### src/rtl/mc_arb_pkg.sv
// Shared types for the memory-port arbiter: core count, core index and the
// access sequencer state encoding.
package mc_arb_pkg;

   localparam int NUM_CORES = 4;

   typedef logic [1:0] core_idx_t;

   typedef enum logic [1:0] {
      IDLE  = 2'd0,
      ISSUE = 2'd1,
      WAIT  = 2'd2,
      RESP  = 2'd3
   } arb_state_t;

   function automatic logic [NUM_CORES-1:0] core_onehot(input core_idx_t idx);
      logic [NUM_CORES-1:0] vec;
      vec = '0;
      vec[idx] = 1'b1;
      return vec;
   endfunction

endpackage

### src/rtl/mem_port_arbiter_rr_picker.sv
// Round-robin winner selection: first requesting core at or after ptr,
// searching upward and wrapping from the top core back to core 0.
module rr_picker
   import mc_arb_pkg::*;
(
   input  logic [NUM_CORES-1:0] req,
   input  core_idx_t            ptr,
   output logic                 grant_valid,
   output core_idx_t            grant_idx
);

   core_idx_t cand;

   // Walk from the farthest offset down so the nearest requester is written last.
   always_comb begin
      grant_valid = 1'b0;
      grant_idx   = ptr;
      cand        = ptr;
      for (int i = NUM_CORES - 1; i >= 0; i--) begin
         cand = ptr + core_idx_t'(i);
         if (req[cand]) begin
            grant_valid = 1'b1;
            grant_idx   = cand;
         end
      end
   end

endmodule

### src/rtl/mem_port_arbiter.sv
// Four-core arbiter for the controller's single-port data memory, plus the
// all-cores-done collector that feeds the controller's state-advance logic.
//
// state | meaning
// IDLE  | no access in flight; pick a winner when any req is high
// ISSUE | mem_en high for one cycle with the latched request; load wait timer
// WAIT  | wait timer counts down to terminal count, then read data is captured
// RESP  | ack strobe to the winner; round-robin pointer moves past it
module mem_port_arbiter
   import mc_arb_pkg::*;
#(
   parameter int ADDR_W  = 8,
   parameter int DATA_W  = 16,
   parameter int MEM_LAT = 1
) (
   input  logic                          clk,
   input  logic                          rst,
   input  logic [NUM_CORES-1:0]          req,
   input  logic [NUM_CORES-1:0]          we,
   input  logic [NUM_CORES*ADDR_W-1:0]   addr,
   input  logic [NUM_CORES*DATA_W-1:0]   wdata,
   output logic [NUM_CORES-1:0]          ack,
   output logic [DATA_W-1:0]             rdata,
   output logic                          mem_en,
   output logic                          mem_we,
   output logic [ADDR_W-1:0]             mem_addr,
   output logic [DATA_W-1:0]             mem_wdata,
   input  logic [DATA_W-1:0]             mem_rdata,
   input  logic [NUM_CORES-1:0]          op_end,
   output logic                          all_done,
   output logic [NUM_CORES-1:0]          done_mask
);

   localparam int CNT_W = (MEM_LAT > 1) ? $clog2(MEM_LAT) : 1;
   localparam logic [CNT_W-1:0] CNT_LOAD = CNT_W'(MEM_LAT - 1);

   arb_state_t           state_q, state_d;
   core_idx_t            ptr_q;
   core_idx_t            win_idx_q;
   logic [CNT_W-1:0]     wait_cnt_q;

   logic                 pick_valid;
   core_idx_t            pick_idx;

   logic [ADDR_W-1:0]    addr_arr  [NUM_CORES];
   logic [DATA_W-1:0]    wdata_arr [NUM_CORES];

   logic                 grant_load;
   logic                 cnt_load;
   logic                 cnt_dec;
   logic                 cnt_tc;
   logic                 resp_enter;
   logic                 resp_active;

   logic [NUM_CORES-1:0] done_nxt;

   always_comb begin
      for (int i = 0; i < NUM_CORES; i++) begin
         addr_arr[i]  = addr[i*ADDR_W +: ADDR_W];
         wdata_arr[i] = wdata[i*DATA_W +: DATA_W];
      end
   end

   rr_picker u_rr_picker (
      .req         (req),
      .ptr         (ptr_q),
      .grant_valid (pick_valid),
      .grant_idx   (pick_idx)
   );

   always_ff @(posedge clk) begin
      if (rst) begin
         state_q <= IDLE;
      end else begin
         state_q <= state_d;
      end
   end

   assign cnt_tc = (wait_cnt_q == '0);

   always_comb begin
      state_d = state_q;
      unique case (state_q)
         IDLE:    if (pick_valid) state_d = ISSUE;
         ISSUE:   state_d = WAIT;
         WAIT:    if (cnt_tc) state_d = RESP;
         RESP:    state_d = IDLE;
         default: state_d = IDLE;
      endcase
   end

   always_comb begin
      grant_load  = 1'b0;
      cnt_load    = 1'b0;
      cnt_dec     = 1'b0;
      resp_enter  = 1'b0;
      resp_active = 1'b0;
      unique case (state_q)
         IDLE:    grant_load  = pick_valid;
         ISSUE:   cnt_load    = 1'b1;
         WAIT: begin
            cnt_dec    = !cnt_tc;
            resp_enter = cnt_tc;
         end
         RESP:    resp_active = 1'b1;
         default: ;
      endcase
   end

   // The mem_* registers double as the latched request, so they only move on ISSUE entry.
   always_ff @(posedge clk) begin
      if (rst) begin
         ptr_q      <= '0;
         win_idx_q  <= '0;
         wait_cnt_q <= '0;
         ack        <= '0;
         rdata      <= '0;
         mem_en     <= 1'b0;
         mem_we     <= 1'b0;
         mem_addr   <= '0;
         mem_wdata  <= '0;
      end else begin
         mem_en <= grant_load;
         if (grant_load) begin
            win_idx_q <= pick_idx;
            mem_we    <= we[pick_idx];
            mem_addr  <= addr_arr[pick_idx];
            mem_wdata <= wdata_arr[pick_idx];
         end

         if (cnt_load) begin
            wait_cnt_q <= CNT_LOAD;
         end else if (cnt_dec) begin
            wait_cnt_q <= wait_cnt_q - CNT_W'(1);
         end

         ack <= resp_enter ? core_onehot(win_idx_q) : '0;
         if (resp_enter && !mem_we) begin
            rdata <= mem_rdata;
         end

         if (resp_active) begin
            ptr_q <= win_idx_q + core_idx_t'(1);
         end
      end
   end

   assign done_nxt = done_mask | op_end;

   // The op_end bits that complete the set are consumed by the pulse, not carried over.
   always_ff @(posedge clk) begin
      if (rst) begin
         done_mask <= '0;
         all_done  <= 1'b0;
      end else if (&done_nxt) begin
         done_mask <= '0;
         all_done  <= 1'b1;
      end else begin
         done_mask <= done_nxt;
         all_done  <= 1'b0;
      end
   end

endmodule

### config.mk
export PLATFORM = sky130hd
export DESIGN_NAME = mem_port_arbiter
export DESIGN_NICKNAME = d
export VERILOG_FILES = /design/src/rtl/mc_arb_pkg.sv /design/src/rtl/mem_port_arbiter_rr_picker.sv /design/src/rtl/mem_port_arbiter.sv
export SDC_FILE = /design/constraint.sdc
export NUM_CORES = 1
export LEC_CHECK = 0
export BUFFER_PORTS_ARGS = -buffer_cell sky130_fd_sc_hd__buf_2
export CAP_MARGIN = 10
export CORE_MARGIN = 3
export CORE_UTILIZATION = 50
export CTS_BUF_LIST = sky130_fd_sc_hd__clkbuf_8
export DETAILED_ROUTE_END_ITERATION = 12
export PLACE_DENSITY = 0.95
export SYNTH_ARGS = -nofsm -noshare
export SYNTH_HDL_FRONTEND = slang
export SYNTH_SLANG_ARGS = --single-unit
### constraint.sdc
create_clock -name clk -period 3.9 [get_ports clk]
set_clock_uncertainty 0.15 [all_clocks]
set_input_delay 0.195 -clock clk [delete_from_list [all_inputs] [get_ports clk]]
set_output_delay 0.195 -clock clk [all_outputs]
set_load 0.05 [all_outputs]
==> flow_summary.ini, run 1 <==
[logic_synthesis]
synth_most_common_cell = nand2_1
synth_edf_count = 0
synth.avg_cell_area_um2 = 8.43
syn_inst = 381
async_flop_share_pct = 0
yosys_warnings = 0
ys_ff_latch = 58
netlist.area_leader.share_pct = 36.2
ys_top_cells_by_area = dfxtp_1, a21o_1, nand2_1, mux2i_1, o221ai_1
syn_nets = 516
synth_area_leader_cell = dfxtp_1
synth_ff_type = dfxtp_1
netlist_area_um2 = 3210
ys_types = 41
yosys-top-cells-count = nand2_1, dfxtp_1, a21o_1
seq_area_frac_synth_pct = 36.2

[setup_path]
crit_type = reg2reg
end_kind = flop
cp-endpoint = mem_wdata[1]$_SDFFE_PP0P_
rr_worst_depth = 5
worstSetupStartpoint = ptr_q[0]$_SDFFE_PP0N_
timing.rr.end = mem_wdata[1]$_SDFFE_PP0P_
cp.required_ns = 3.89
start_kind = flop
path_max_fanout = 24
r2r_start = ptr_q[0]$_SDFFE_PP0N_
critPathArrivalTime_ns = 2.42
rrSetupSlack_ns = 1.46

[placement]
finalWeightedCongestion = 0.793
hpwl_um = 6890
port_buffers = 176
dp_slack_ns = 1.44
dpl_cell_area_um2 = 4030

[sta]
slew_headroom_pct = 26.3
final_max_slew_viol_count = 0
fin_crit_ns = 2.44
period_share_pct = 62.4
setup_ws_ns = 1.46
final-setup-viol-count = 0
rsz0062_at_grt = no
worst_pin_slew_ns = 1.10
tns_ns = 0
hold_viol = 0
fmax_mhz = 411

[floorplanning]
core.rowCount = 28
die_w_um = 86.1
ios = 177
start_util_pct = 53.0
dieHeight_um = 86.1
dieArea_um2 = 7420
core_um2 = 6060

[cells_and_area]
final_cell_area_um2 = 4430
diodes = 0
nets = 699
area_growth_pct = 37.8
fillerInstances = 455
postLayoutCoreUtil_pct = 73.0
drive_above_1_share_pct = 36.1

[clocking]
clkTransAtPathRegs_ns = 0.06
cts_resized = 0
cts_buffer_depth = 2
root_buffer = clkbuf_8
cts.sinks = 58
h-tree-depth = 3
cts_inserted_buffers = 9
clk_latency_ns = 0.32
post_cts_buffers = 0
holdBufCountCts = 21
tritoncts = done

[routing]
drc = 0
drtPass1Iterations = 4
avgViaCountPerCell = 5.28
ant_nets = 0
vias = 3393
drt_iter0_drc = 152
wire_per_inst_um = 15.0
wl_um = 9670

[power_and_ir_drop]
vdd_drop_max_mv = 0.351
fin_total_pwr_uw = 2460
p_leak_uw = 0.00229
powerDensity_nw_per_um2 = 557

[min_path]
min_path_type = in2reg

[global_route]
grt_max_degree = 53
track_usage_pct = 25.7
grt.overflow.total = 0
grt_antenna_before_repair = 0
grt_pass1_wl_um = 15300
grt_pass1_vias = 3388

[run_status]
status = completed

[job]
max_cap_viol_count = 0
==> logic make-up (layout without fill, tap and decap cells) <==
group,after synthesis,count (layout),synth area share [%]
and+or+nand+nor,125,125,17.3
AOI/OAI and AO/OA,100,100,23.9
DFF,58,58,36.2
buffers and inverters,58,245,9.43
muxes,31,31,9.74
adders and majority gates,9,9,3.51
==> critical path: stages (launching register included) <==
cell	delay, ns
dfxtp_1	0.38
and2b_4	0.22
o21a_1	0.20
a21oi_4	0.21
nand2b_1	0.82
o221ai_1	0.26
==> flip-flops by register name, indices dropped and copies added (netlist names) <==
| register | cells |
|---|---|
| ack | 4 |
| all_done | 1 |
| done_mask | 4 |
| mem_addr | 8 |
| mem_en | 1 |
| mem_wdata | 16 |
| mem_we | 1 |
| ptr_q | 2 |
| rdata | 16 |
| state_q | 2 |
| wait_cnt_q | 1 |
| win_idx_q | 2 |
==> report_power, final <==
group	total [uW]	switching, uW	internal [uW]
registers	788	69.7	719
clock network	516	214	302
logic	1160	809	351
total	2460	1090	1370
==> cell type report <==
type                            count  area [um2]  area share [%]
Sequential cell                    58        1160            26.2
Tap cell                           75        93.8            2.12
Multi-Input combinational cell    265        1760            39.8
Inverter                           30         113            2.54
Timing Repair Buffer              200        1110            25.2
Clock inverter                      5        47.5            1.07
Clock buffer                       10         138            3.11
==> worst min-delay path by stage <==
stage	startpoint	to	slack (ns)	depth (start not counted)
after CTS	addr[28]	mem_addr[4]$_SDFFE_PP0P_	0.001	3
final	addr[19]	mem_addr[3]$_SDFFE_PP0P_	0.02	3
after floorplan	mem_rdata[0]	rdata[0]$_SDFFE_PP0P_	0.18	2
after detailed placement	op_end[1]	done_mask[1]$_SDFF_PP0_	0.29	3
after global routing	addr[29]	mem_addr[5]$_SDFFE_PP0P_	0.02	3
after global placement	op_end[2]	done_mask[2]$_SDFF_PP0_	0.29	3
==> metrics by stage <==
stage	cells	hold slack, ns
after floorplan	381	0.181
after global placement	607	0.286
after detailed placement	607	0.285
after CTS	643	0.00148
after global routing	643	0.0153
final	643	0.0212
==> layer usage <==
metal | vias to the layer above | track usage (%) | part of all wire, %
met5 | - | 0 | 0
met3 | 15 | 5.57 | 8.8
met1 | 1544 | 29.3 | 40
met2 | 167 | 46.6 | 50
li1 | 1667 | - | -
met4 | 0 | 9.64 | 1.3
==> layout by cell type, fill, tap and decap left out, drive strengths merged, types with 2 or more instances in the layout <==
cell type      n
dlygate4sd3   21
ha             9
nor2b          2
a21o          46
buf          179
mux2           2
nor4           2
nor2          19
a21oi         21
and2b          2
inv           32
nand2b         4
o21ai          2
nand3b         2
or2            2
nand2         80
clkinv         2
clkbuf        10
dfxtp         58
mux2i         29
nor3           3
and2           5
o221ai        25
o41a           2
Note: power is estimated with default switching activity, not from simulation.
==> run 2: changes to the inputs <==
--- a/config.mk
+++ b/config.mk
@@ -8,10 +8,10 @@
 export BUFFER_PORTS_ARGS = -buffer_cell sky130_fd_sc_hd__buf_2
 export CAP_MARGIN = 10
 export CORE_MARGIN = 3
-export CORE_UTILIZATION = 50
+export CORE_UTILIZATION = 42
 export CTS_BUF_LIST = sky130_fd_sc_hd__clkbuf_8
 export DETAILED_ROUTE_END_ITERATION = 12
-export PLACE_DENSITY = 0.95
+export PLACE_DENSITY = 0.9
 export SYNTH_ARGS = -nofsm -noshare
 export SYNTH_HDL_FRONTEND = slang
 export SYNTH_SLANG_ARGS = --single-unit
==> constraint.sdc (replaced) <==
create_clock -name clk -period 2.1 [get_ports clk]
set_clock_uncertainty 0.15 [all_clocks]
set_input_delay 0.105 -clock clk [delete_from_list [all_inputs] [get_ports clk]]
set_output_delay 0.105 -clock clk [all_outputs]
set_load 0.05 [all_outputs]
==> run 2 against run 1 <==
  * Sequential cell count is the same
  * Worst hold slack gained 0.069 ns
  * Critical path depth grew 1
  * Non-clock buffer count grew 82
  * Sequential power grew 88%
  * Largest cell class is now non-clock buffers
  * First-iteration DRC count grew 63%
  * Setup slack lost 1.3 ns
  * Die area grew 18%
  * Global-route usage grew 4.6 points
  * Register-to-register slack lost 1.3 ns
==> flow_summary.ini, run 2 (synthesis results as in run 1) <==
[setup_path]
cp_slowest_stage_delay_ns = 0.35
crit_type = reg2reg
slowest_stage = dfxtp_1
end_kind = flop
cp.required_ns = 2.16
start_kind = flop
critPathArrivalTime_ns = 2.02
path_max_fanout = 23
crit_chain = and2b_1, a21oi_1, o211ai_4, buf_12, mux2i_1, o221ai_1

[floorplanning]
die_w_um = 93.4
core.rowCount = 31
ios = 177
dieArea_um2 = 8730
start_util_pct = 43.8
dieHeight_um = 93.4
core_um2 = 7330

[routing]
drc = 0
drt_iter0_drc = 248
wl_um = 13500
avgViaCountPerCell = 5.50
ant_nets = 0
vias = 4127
wire_per_inst_um = 17.9
drtPass1Iterations = 5

[sta]
period_share_pct = 93.6
final-setup-viol-count = 0
worst_pin_slew_ns = 0.668
hold_viol = 0
fmax_mhz = 509
rsz0062_at_grt = no
slew_headroom_pct = 55.3
final_max_slew_viol_count = 0
tns_ns = 0
fin_crit_ns = 1.96

[cells_and_area]
postLayoutCoreUtil_pct = 72.2
drive_above_1_share_pct = 33.0
final_cell_mix = buf_2, dlygate4sd3_1, nand2_1, dfxtp_1, a21o_1
largest_registers = mem_wdata: 16 flops, rdata: 16 flops, mem_addr: 8 flops
area_growth_pct = 64.8
layout_commonest_cell = buf_2
nets = 781

[clocking]
cts_buffer_depth = 2
cts.sinks = 58
clkTransAtPathRegs_ns = 0.07
post_cts_buffers = 0
clk_latency_ns = 0.34
cts_inserted_buffers = 9
root_buffer = clkbuf_8
h-tree-depth = 3
tritoncts = done

[global_route]
grt.overflow.total = 0
track_usage_pct = 30.3
grt_antenna_before_repair = 1
grt_pass1_vias = 4290
grt_pass1_wl_um = 20700
grt_max_degree = 30

[job]
max_cap_viol_count = 0

[placement]
hpwl_um = 7480
port_buffers = 176
finalWeightedCongestion = 0.790

[run_status]
status = completed

[power_and_ir_drop]
vdd_drop_max_mv = 0.642
p_leak_uw = 0.00262
powerDensity_nw_per_um2 = 917

[min_path]
min_path_type = in2reg
run 2: stage by stage:
stage	hold slack, ns	cell area (um2)	setup WS, ns	instances	power, uW
after CTS	0.0631	5280	0.0404	750	4770
after global placement	0.191	4130	0.185	637	3620
after global routing	0.0906	5290	0.0313	751	5070
after detailed placement	0.199	4130	0.0578	637	3680
after floorplan	0.0910	3210	0.328	381	3130
final	0.0903	5290	0.135	751	4850
run 2: timing repair:
item / in CTS / in global routing
hold buffers: 97 / 0
resized for setup: 0 / 2
hold endpoints to repair: 49 / 0
setup endpoints to repair: 0 / 27
run 2: worst paths after layout:
path	from	to	slack (ns)	cells past startpoint
setup / recovery	ptr_q[0]$_SDFFE_PP0N_	mem_wdata[11]$_SDFFE_PP0P_	0.14	6
hold / removal	wdata[21]	mem_wdata[5]$_SDFFE_PP0P_	0.09	5
setup reg to reg	ptr_q[0]$_SDFFE_PP0N_	mem_wdata[11]$_SDFFE_PP0P_	0.14	6
hold reg to reg	rdata[13]$_SDFFE_PP0P_	rdata[13]$_SDFFE_PP0P_	0.30	2
run 2: cell type report:
type,instances,area [um2]
diodes,1,2.50
repair buffers,282,1940
multi-input cells,265,1770
fillers,475,2040
clock buffers,10,138
flip-flops and latches,58,1160
clock inverters,6,41.3
well taps,99,124
inverters,30,113
run 2: worst max-delay path, delay by kind of cell (launching register included):
kind / cells / cell delay (ns)
AOI/OAI and AO/OA: 3 / 0.53
buffers and inverters: 1 / 0.26
DFF: 1 / 0.35
muxes: 1 / 0.28
and+or+nand+nor: 1 / 0.24
run 2: layer usage:
layer / global-route usage, % / vias to the layer above / wire (um)
li1: - / 1840 / -
met1: 31.7 / 1868 / 4800
met2: 51.8 / 344 / 6490
met3: 10.1 / 75 / 1460
met4: 19.0 / 0 / 720
met5: 0 / - / 0
run 2: power by group:
group | switching (uW) | internal [uW]
Clock | 490 | 459
Sequential | 148 | 1330
Combinational | 1620 | 799
==> run 3: changes to the inputs <==
--- a/config.mk
+++ b/config.mk
@@ -7,8 +7,10 @@
 export LEC_CHECK = 0
 export BUFFER_PORTS_ARGS = -buffer_cell sky130_fd_sc_hd__buf_2
 export CAP_MARGIN = 10
+export CELL_PAD_IN_SITES_DETAIL_PLACEMENT = 0
+export CELL_PAD_IN_SITES_GLOBAL_PLACEMENT = 1
 export CORE_MARGIN = 3
-export CORE_UTILIZATION = 42
+export CORE_UTILIZATION = 29
 export CTS_BUF_LIST = sky130_fd_sc_hd__clkbuf_8
 export DETAILED_ROUTE_END_ITERATION = 12
 export PLACE_DENSITY = 0.9
==> run 3 against run 2 <==
  * Design area increased by 2.6%
  * Critical path depth stayed put
  * Clock power is 36% higher
  * Combinational power is essentially flat
  * Global-route usage is 11 points lower
  * Register-to-register slack gained 0.07 ns
  * Via count down 9.9%
  * Sequential power is essentially flat
  * Cell count rose by 4.8%
  * Critical endpoint is now mem_addr[4]$_SDFFE_PP0P_
  * Largest power group unchanged
==> flow_summary.ini, run 3 (synthesis results as in run 1) <==
[global_route]
grt_max_degree = 30
grt_use_met1_pct = 21.3
grt_pass1_wl_um = 19600
grt.overflow.total = 0
grt_antenna_before_repair = 0
met2_usage_pct = 33.7
grt_pass1_vias = 4061
grt_use_met3_pct = 6.60
grt_busiest_layer = met2
track_usage_pct = 19.6

[cells_and_area]
area_growth_pct = 69.1
nets = 782
layout_commonest_cell = buf_2
largest_registers = mem_wdata: 16 flops, rdata: 16 flops, mem_addr: 8 flops
fin_cells = 787
diodes = 0
final_cell_mix = buf_2, dlygate4sd3_1, nand2_1, dfxtp_1, a21o_1
drive_above_1_share_pct = 33.0

[sta]
hold_viol = 0
fmax_mhz = 527
rsz0062_at_grt = no
worst_pin_slew_ns = 0.634
period_share_pct = 90.4
fin_crit_ns = 1.90
hold_ws_ns = 0.0644
slew_headroom_pct = 57.6
tns_ns = 0
final-setup-viol-count = 0
final_max_slew_viol_count = 0

[routing]
vias = 3718
avgViaCountPerCell = 4.72
wl_um = 12100
drc = 0
wire_per_inst_um = 15.4
drt_iter0_drc = 235
drtPass1Iterations = 4
ant_nets = 0

[setup_path]
rr_worst_depth = 6
end_kind = flop
cp.required_ns = 2.16
critPathArrivalTime_ns = 1.96
rrSetupSlack_ns = 0.20
path_max_fanout = 24
timing.rr.end = mem_addr[4]$_SDFFE_PP0P_
start_kind = flop
r2r_start = ptr_q[0]$_SDFFE_PP0N_
crit_type = reg2reg

[run_status]
status = completed

[floorplanning]
core_um2 = 10600
die_w_um = 111
core.rowCount = 37
dieHeight_um = 111
dieArea_um2 = 12400
ios = 177
start_util_pct = 30.4

[placement]
port_buffers = 176
dpl.cell_count = 674
finalWeightedCongestion = 0.793
hpwl_um = 7500

[clocking]
root_buffer = clkbuf_8
cts_buffer_depth = 2
clkTransAtPathRegs_ns = 0.07
tritoncts = done
cts_inserted_buffers = 9
clk_latency_ns = 0.35
cts.sinks = 58
h-tree-depth = 3

[power_and_ir_drop]
vdd_drop_max_mv = 0.426
powerDensity_nw_per_um2 = 950
p_leak_uw = 0.00267
fin_total_pwr_uw = 5160

[min_path]
worstHoldEndpoint = mem_wdata[5]$_SDFFE_PP0P_
holdCritStartpoint = wdata[21]
min_path_cells = 5
min_path_type = in2reg

[job]
max_cap_viol_count = 0
-- run 3: repair_timing --
action                     in CTS  in global routing
hold endpoints to repair       46                  0
setup endpoints to repair       0                 40
resized for setup               0                  3
setup buffers                   0                  1
hold buffers                   97                  0
-- run 3: worst max-delay path by stage --
stage,startpoint,to,depth (start not counted)
6_report,ptr_q[0]$_SDFFE_PP0N_,mem_addr[4]$_SDFFE_PP0P_,6
5_1_grt,ptr_q[0]$_SDFFE_PP0N_,mem_addr[2]$_SDFFE_PP0P_,6
4_1_cts,state_q[0]$_SDFFE_PP0P_,rdata[6]$_SDFFE_PP0P_,6
3_5_place_dp,state_q[0]$_SDFFE_PP0P_,rdata[15]$_SDFFE_PP0P_,6
3_3_place_gp,state_q[0]$_SDFFE_PP0P_,rdata[13]$_SDFFE_PP0P_,6
2_1_floorplan,state_q[0]$_SDFFE_PP0P_,rdata[11]$_SDFFE_PP0P_,8
-- run 3: worst max-delay path: stages, from the launching register on --
cell      delay [ns]
dfxtp_1         0.42
and2b_4         0.23
o21a_1          0.19
a21oi_4         0.24
nand2b_1        0.19
buf_12          0.18
o221ai_1        0.15
-- run 3: routing by layer --
| metal | part of all wire, % | vias up |
|---|---|---|
| met2 | 48 | 180 |
| met4 | 3.7 | 0 |
| met1 | 40 | 1669 |
| met3 | 8.6 | 37 |
| met5 | 0 | - |
| li1 | - | 1832 |
-- run 3: cell type report --
class                   count  area, um2
multi-input cells         265       1780
flip-flops and latches     58       1160
well taps                 136        170
clock inverters             5        103
fillers                   950       5130
inverters                  30        113
clock buffers              10        138
repair buffers            283       1960
-- run 3: through the flow --
stage	setup WS, ns	utilization [%]	cell area [um2]
after floorplan	0.328	-	3210
after global placement	0.126	39.7	4190
after detailed placement	0.0556	39.7	4190
after CTS	0.0322	51.2	5400
after global routing	0.113	51.4	5430
final	0.202	51.4	5430
-- run 3: power breakdown --
group	internal, uW	switching, uW
clock network	812	479
registers	1330	133
logic	826	1570
total	2970	2180
